===== src/rtl/period_meter_pkg.sv =====
// Shared types and defaults for the period meter and its input conditioning.
// Defaults must track the divider chain so the monitor agrees with what it watches.
package period_meter_pkg;

    typedef enum logic [1:0] {
        IDLE    = 2'd0,
        ARM     = 2'd1,
        MEASURE = 2'd2
    } state_t;

    localparam int EXPECT_DEF  = 2000;
    localparam int TIMEOUT_DEF = 4000;
    localparam int SYNC_STAGES = 2;

    // Lower tolerance bound, clamped so a wide TOL never goes negative.
    function automatic int lo_bound(input int expect_val, input int tol_val);
        return (expect_val > tol_val) ? (expect_val - tol_val) : 0;
    endfunction

endpackage


===== src/rtl/period_meter_sync_edge_det.sv =====
// Two-flop synchronizer plus delay register producing a one-cycle rising-edge pulse.
// Usable for any asynchronous level input (buttons, divided clocks, strobes).
module sync_edge_det
    import period_meter_pkg::*;
#(
    parameter int STAGES = SYNC_STAGES
) (
    input  logic clk,
    input  logic rst,
    input  logic async_in,
    output logic rise
);

    logic [STAGES-1:0] sync_reg;
    logic              delay_reg;

    always_ff @(posedge clk) begin
        if (rst) begin
            sync_reg  <= '0;
            delay_reg <= 1'b0;
        end else begin
            sync_reg  <= {sync_reg[STAGES-2:0], async_in};
            delay_reg <= sync_reg[STAGES-1];
        end
    end

    assign rise = sync_reg[STAGES-1] & ~delay_reg;

endmodule


===== src/rtl/period_meter.sv =====
// Measures the rising-edge period of a slow asynchronous signal in clk_in cycles,
// flags stalls and reports lock when the period stays within tolerance.
module period_meter
    import period_meter_pkg::*;
#(
    parameter int CNT_W   = 12,
    parameter int EXPECT  = EXPECT_DEF,
    parameter int TOL     = 20,
    parameter int LOCK_N  = 4,
    parameter int TIMEOUT = TIMEOUT_DEF
) (
    input  logic             clk_in,
    input  logic             rst,
    input  logic             en,
    input  logic             sig_in,
    output logic [CNT_W-1:0] period,
    output logic             period_valid,
    output logic             timeout,
    output logic             locked
);

    localparam int MW = $clog2(LOCK_N + 1);

    localparam logic [CNT_W:0]   LO_LIM   = (CNT_W+1)'(lo_bound(EXPECT, TOL));
    localparam logic [CNT_W:0]   HI_LIM   = (CNT_W+1)'(EXPECT + TOL);
    localparam logic [CNT_W-1:0] TMO_CNT  = CNT_W'(TIMEOUT);
    localparam logic [CNT_W-1:0] CNT_ONE  = CNT_W'(1);
    localparam logic [MW-1:0]    LOCK_MAX = MW'(LOCK_N);
    localparam logic [MW-1:0]    M_ONE    = MW'(1);

    logic rise;

    state_t           state_reg,  state_next;
    logic [CNT_W-1:0] cnt_reg,    cnt_next;
    logic [CNT_W-1:0] period_reg, period_next;
    logic             pv_reg,     pv_next;
    logic             tmo_reg,    tmo_next;
    logic             locked_reg, locked_next;
    logic [MW-1:0]    match_reg,  match_next;
    logic             in_range;

    sync_edge_det u_sync (
        .clk      (clk_in),
        .rst      (rst),
        .async_in (sig_in),
        .rise     (rise)
    );

    // One extra bit keeps the upper bound meaningful when EXPECT+TOL overflows CNT_W.
    assign in_range = ({1'b0, cnt_reg} >= LO_LIM) && ({1'b0, cnt_reg} <= HI_LIM);

    always_comb begin
        state_next  = state_reg;
        cnt_next    = cnt_reg;
        period_next = period_reg;
        pv_next     = 1'b0;
        tmo_next    = 1'b0;
        locked_next = locked_reg;
        match_next  = match_reg;

        if (!en) begin
            state_next  = IDLE;
            cnt_next    = '0;
            match_next  = '0;
            locked_next = 1'b0;
        end else begin
            case (state_reg)
                IDLE: begin
                    cnt_next   = '0;
                    state_next = ARM;
                end
                ARM: begin
                    if (rise) begin
                        cnt_next   = CNT_ONE;
                        state_next = MEASURE;
                    end
                end
                MEASURE: begin
                    // An edge landing on the timeout cycle still counts as a period.
                    if (rise) begin
                        period_next = cnt_reg;
                        pv_next     = 1'b1;
                        cnt_next    = CNT_ONE;
                        if (in_range) begin
                            match_next  = (match_reg >= LOCK_MAX) ? LOCK_MAX : (match_reg + M_ONE);
                            locked_next = (match_next == LOCK_MAX);
                        end else begin
                            match_next  = '0;
                            locked_next = 1'b0;
                        end
                    end else if (cnt_reg == TMO_CNT) begin
                        tmo_next    = 1'b1;
                        locked_next = 1'b0;
                        match_next  = '0;
                        cnt_next    = '0;
                        state_next  = ARM;
                    end else begin
                        cnt_next = cnt_reg + CNT_ONE;
                    end
                end
                default: begin
                    state_next = IDLE;
                    cnt_next   = '0;
                end
            endcase
        end
    end

    always_ff @(posedge clk_in) begin
        if (rst) begin
            state_reg  <= IDLE;
            cnt_reg    <= '0;
            period_reg <= '0;
            pv_reg     <= 1'b0;
            tmo_reg    <= 1'b0;
            locked_reg <= 1'b0;
            match_reg  <= '0;
        end else begin
            state_reg  <= state_next;
            cnt_reg    <= cnt_next;
            period_reg <= period_next;
            pv_reg     <= pv_next;
            tmo_reg    <= tmo_next;
            locked_reg <= locked_next;
            match_reg  <= match_next;
        end
    end

    assign period       = period_reg;
    assign period_valid = pv_reg;
    assign timeout      = tmo_reg;
    assign locked       = locked_reg;

endmodule


===== config.mk =====
export PLATFORM = sky130hd
export DESIGN_NAME = period_meter
export DESIGN_NICKNAME = d
export VERILOG_FILES = /design/src/rtl/period_meter_pkg.sv /design/src/rtl/period_meter_sync_edge_det.sv /design/src/rtl/period_meter.sv
export SDC_FILE = /design/constraint.sdc
export NUM_CORES = 1
export LEC_CHECK = 0
export CORE_MARGIN = 2
export CORE_UTILIZATION = 57
export CTS_BUF_LIST = sky130_fd_sc_hd__clkbuf_4 sky130_fd_sc_hd__clkbuf_8
export DETAILED_ROUTE_END_ITERATION = 12
export MAX_ROUTING_LAYER = met4
export PLACE_DENSITY = 0.82
export REMOVE_ABC_BUFFERS = 1
export SLEW_MARGIN = 20
export SYNTH_ARGS = -nofsm -noshare
export SYNTH_HDL_FRONTEND = slang
export SYNTH_SLANG_ARGS = --single-unit

===== constraint.sdc =====
create_clock -name clk_in -period 2 [get_ports clk_in]
set_input_delay 0.6 -clock clk_in [delete_from_list [all_inputs] [get_ports clk_in]]
set_output_delay 0.6 -clock clk_in [all_outputs]
set_load 0.005 [all_outputs]

# Word-level counts from Yosys, hierarchy flattened
# Cells that the tools add are included.
[classes]
add_sub_neg = 2
order_cmp = 3
eq_ne = 7
n_mux = 17
n_bitwise = 4
n_reduce_logical = 9
[ops]
columns = ["op", "n"]
rows = [
  ["$mux 12", 3],
  ["$pmux 12 s2", 1],
  ["$add 12x1->12 const B", 1],
  ["$eq 12x12->1 const B", 1],
  ["$ge 12x11->1 const B", 1],
  ["$le 12x11->1 const B", 1],
  ["$mux 3", 4],
  ["$mux 2", 3],
  ["$ne 2x2->1 const B", 3],
  ["$pmux 2 s3", 1],
  ["$reduce_and 3->1", 2],
  ["$mux 1", 5],
  ["$reduce_or 4->1", 1],
  ["$add 3x1->3 const B", 1],
  ["$eq 3x3->1 const B", 1],
  ["$ge 3x3->1 const B", 1],
  ["$not 1->1", 3],
  ["$reduce_or 3->1", 1],
  ["$eq 2x1->1 const B", 1],
  ["$eq 2x2->1 const B", 1],
  ["$logic_not 2->1", 1],
  ["$reduce_and 2->1", 1],
  ["$reduce_bool 2->1", 1],
  ["$reduce_or 2->1", 1],
  ["other kinds (2)", 2],
]
[totals]
ff_bits = 35
word_cells = 51

# Longest topological paths before layout
[logic_depth]
depth_word = 5
ltp_mapped = 7

# By module
# A second synthesis with hierarchy kept.
[unflattened]
hier_cells = 193
hier_area_um2 = 1635.3
[modules_own_cells]
columns = ["module", "instances", "cells_per_inst", "area_each_um2", "seq_area_each_um2"]
rows = [
  ["period_meter", 1, 186, 1547.7, 640.6],
  ["sync_edge_det", 1, 7, 87.6, 60.1],
]

# Worst setup path after synthesis
# OpenSTA, ideal clock, no wires.
[synth_timing]
path_kind = "reg2reg"
startpoint = "reg state_reg[1]"
endpoint = "reg cnt_reg[10]"
arrival_time_ps = 1579
slack_ps = 349
path_stages_with_launch = 8
cell_sequence = "dfxtp_1 > inv_1 > ha_1 > clkbuf_1 > inv_1 > o21ai_0 > or4_1 > a21oi_1"
[synth_via]
elab_chain_len = 2
[synth_rtl]
columns = ["element", "line_no", "rtl"]
rows = [
  ["start, declared", "period_meter.sv:33", "state_t state_reg, state_next;"],
  ["start signal, assigned", "period_meter.sv:119", "state_reg <= state_next;"],
  ["$eq 2x2->1 / $eq 2x1->1 (equally long branches)", "period_meter.sv:67", "case (state_reg)"],
  ["$pmux 12 s2 / $ne 2x2->1 (equally long branches)", "-", ""],
  ["end signal, assigned", "period_meter.sv:120", "cnt_reg <= cnt_next;"],
  ["end, declared", "period_meter.sv:34", "logic [CNT_W-1:0] cnt_reg, cnt_next;"],
]
# Several ways; a longest one is shown, not always the timed one.
# A chain may end at the register's enable or synchronous reset.

# Worst setup path in the final report
[layout_timing]
startpoint = "reg cnt_reg[0]"
endpoint = "reg cnt_reg[9]"
[layout_via]
elab_chain_len = 4
[layout_rtl]
columns = ["element", "line_no", "rtl"]
rows = [
  ["$add 12x1->12 / $eq 12x12->1 (equally long branches)", "period_meter.sv:98, period_meter.sv:91", ""],
  ["$mux 12 *", "period_meter.sv:91", "end else if (cnt_reg == TMO_CNT) begin"],
  ["$mux 12 *", "period_meter.sv:80", "if (rise) begin"],
  ["$pmux 12 s2 *", "period_meter.sv:67", ""],
]
# Every way passes the cells marked *; elsewhere a longest branch is shown, timed or not.

==> impl_metrics.yaml <==
synthesis:
  synth_ff_type: "dfxtp_1"
  ys_ff_latch: 35
  synth-seq-area-share_pct: 41.8
  synthCells: 197
  yosys.area.top_type: "dfxtp_1"
  yosysWarnings: 0
  synth_top_area_share_pct: 41.8
  synth_edf_count: 0
  synth.distinct_cells: 42
  synth_most_common_cell: "dfxtp_1"
  synthArstFlopShare_pct: 0
  synth_area_leaders: "dfxtp_1 42%, nand2_1 6.9%, ha_1 6.7%, a21oi_1 6.0%, inv_1 2.7%"
  yosys-top-cells-count: "35 x dfxtp_1, 31 x nand2_1, 20 x a21oi_1, 12 x inv_1, 10 x nor2_1"
  synth_area_um2: 1680
  synth_area_per_cell_um2: 8.50
drt:
  final_antenna_net_count: 0
  routedWlPerCell_um: 14.5
  routed_via_density: 5.79
  drtIter0Drc: 40
  drcViolationCount: 0
  vias: 1466
  detail_route.first_pass.iterations: 4
  wl_um: 3660
die:
  design.core.area_um2: 2780
  die_h_um: 58.2
  die_area_um2: 3390
  rows: 19
  start_util_pct: 60.2
  die_width_um: 58.2
  ios: 19
final_layout:
  antenna_cells: 0
  final_nets: 234
  final-seq-area_um2: 701
  syn_to_final_growth_pct: 19.2
  multi_input_area_um2: 878
  postLayoutCoreUtil_pct: 71.8
  layout-drive-gt1-share_pct: 10.4
  nFillCells: 221
clock_network:
  clockBufferDepth: 2
  clk_latency_ns: 0.35
  htree_levels: 2
  path_clk_slew_ns: 0.10
  clkSinkCount: 35
  cts_tree: "built"
  cts_buffers: 5
  cts-root-buf: "clkbuf_4"
power:
  ir_worst_vdd_mv: 0.597
  finalPower_mw: 1.31
  cellPowerDensity_nw_per_um2: 655
  combPwrFrac_pct: 5.0
  pwr-share-clk_pct: 41.1
  p_sw_mw: 0.285
  p_seq_share_pct: 53.9
  intPower_mw: 1.02
  p_leak_nw: 0.698
  p_sw_share_pct: 21.8
global_route:
  grt-ovfl-total: 0
  grt_use_total_pct: 26.2
  grt_max_degree: 17
  grt_pass1_vias: 1442
  antenna_found_initial: 0
  grt_first_pass_wirelength_um: 6490
critical_path:
  end_kind: "register"
  timing.rr.start: "cnt_reg[0]$_SDFFE_PP0P_"
  startpoint: "cnt_reg[0]$_SDFFE_PP0P_"
  path_class: "reg2reg"
  worstPathRequired_ns: 2.27
  critPathArrivalTime_ns: 2.16
  path_max_fanout: 9
  start_kind: "register"
placement:
  io_buffers: 18
  routabilityCongestion: 0.858
  hpwl_um: 2630
sta:
  report.final.slew_viol_count: 0
  finClkSkew_ns: 0.00924
  finalHoldViolCount: 0
  grt_setup_unrepaired: "no"
  fmax_mhz: 530
  setup_violations: 0
  worst_pin_slew_ns: 0.475
  max_slew_margin_pct: 68.2
  fin_crit_sh_pct: 94.3
  fin_crit_ns: 1.89
worst_hold_path:
  hold_path_class: "reg2reg"
  min-delay-start: "period[3]$_SDFFE_PP0P_"
job:
  max_cap_viol_count: 0
run_status:
  status: "finished clean"
[layout by cell type (no fill, tap or decap), drive strengths merged, types with 2 or more instances in the layout]
cell	Yosys	final
and3	3	3
a31oi	4	4
o211ai	4	4
a21o	2	2
ha	9	9
nand2	31	31
or2	2	2
nor3b	2	2
or4	4	4
dfxtp	35	35
nand2b	2	2
o31ai	5	5
nand4	3	3
inv	12	12
a21oi	20	20
clkbuf	7	6
clkdlybuf4s50	0	18
nor2b	6	6
o21ai	5	5
nor2	10	10
nand3	5	5
buf	3	9
nor4	2	2
o21a	3	3
xnor2	4	4
a211oi	3	3
[cell families after synthesis]
logic type	count (synthesis)	synth area share, %
and+or+nand+nor	74	22.7
AOI/OAI and AO/OA	52	20.2
DFF	35	41.8
buffers and inverters	22	5.97
adders and majority gates	9	6.72
xor gates and xnor gates	5	2.61
[critical path: stages, from the launching register on]
cell,delay (ns)
dfxtp_1,0.44
inv_1,0.09
ha_1,0.22
and4bb_2,0.26
a31oi_1,0.41
o21ai_2,0.22
a21oi_1,0.18
[power by group through the flow]
| stage | combinational [mW] | sequential [mW] | clock (mW) |
|---|---|---|---|
| 6_report | 0.0653 | 0.705 | 0.538 |
| 5_1_grt | 0.0733 | 0.706 | 0.572 |
| 4_1_cts | 0.0636 | 0.705 | 0.542 |
| 3_5_place_dp | 0.0630 | 0.721 | 0 |
| 3_3_place_gp | 0.0614 | 0.721 | 0 |
| 2_1_floorplan | 0.0338 | 0.720 | 0 |
[per-stage QoR]
step | instance area, µm² | setup TNS (ns) | hold slack [ns] | cells | worst slack (ns)
after floorplan | 1620 | 0 | 0.414 | 187 | 0.348
after global placement | 1910 | 0 | 0.424 | 245 | 0.0260
after detailed placement | 1910 | -0.0621 | 0.437 | 245 | -0.0334
after CTS | 1990 | 0 | 0.459 | 253 | 0.102
after global routing | 2000 | 0 | 0.465 | 253 | 0.00460
final | 2000 | 0 | 0.457 | 253 | 0.115
[path summary, 6_finish.rpt]
check | end | slack, ns | cells past startpoint
min | period[3]$_SDFFE_PP0P_ | 0.46 | 2
max | cnt_reg[9]$_SDFFE_PP0P_ | 0.11 | 6
max reg2reg | cnt_reg[9]$_SDFFE_PP0P_ | 0.11 | 6
min reg2reg | period[3]$_SDFFE_PP0P_ | 0.46 | 2
[per-layer routing]
metal | GRT usage (%) | vias up | part of all wire, %
met1 | 31.2 | 684 | 43
met2 | 42.7 | 34 | 51
li1 | - | 741 | -
met5 | - | - | 0
met3 | 6.92 | 7 | 4.8
met4 | 8.97 | 0 | 1.5
[cell type report]
cell class,count,area share [%]
Multi-Input combinational cell,140,44.0
Sequential cell,35,35.1
Timing Repair Buffer,27,12.4
Clock buffer,6,2.57
Inverter,12,2.26
Tap cell,31,1.94
Clock inverter,2,1.75
[timing repair]
action / in CTS / in global routing
hold buffers: 0 / 0
setup endpoints to repair: 0 / 9
gates resized for setup: 0 / 1
buffers inserted: 0 / 0
Power figures use the tool's default switching activity.
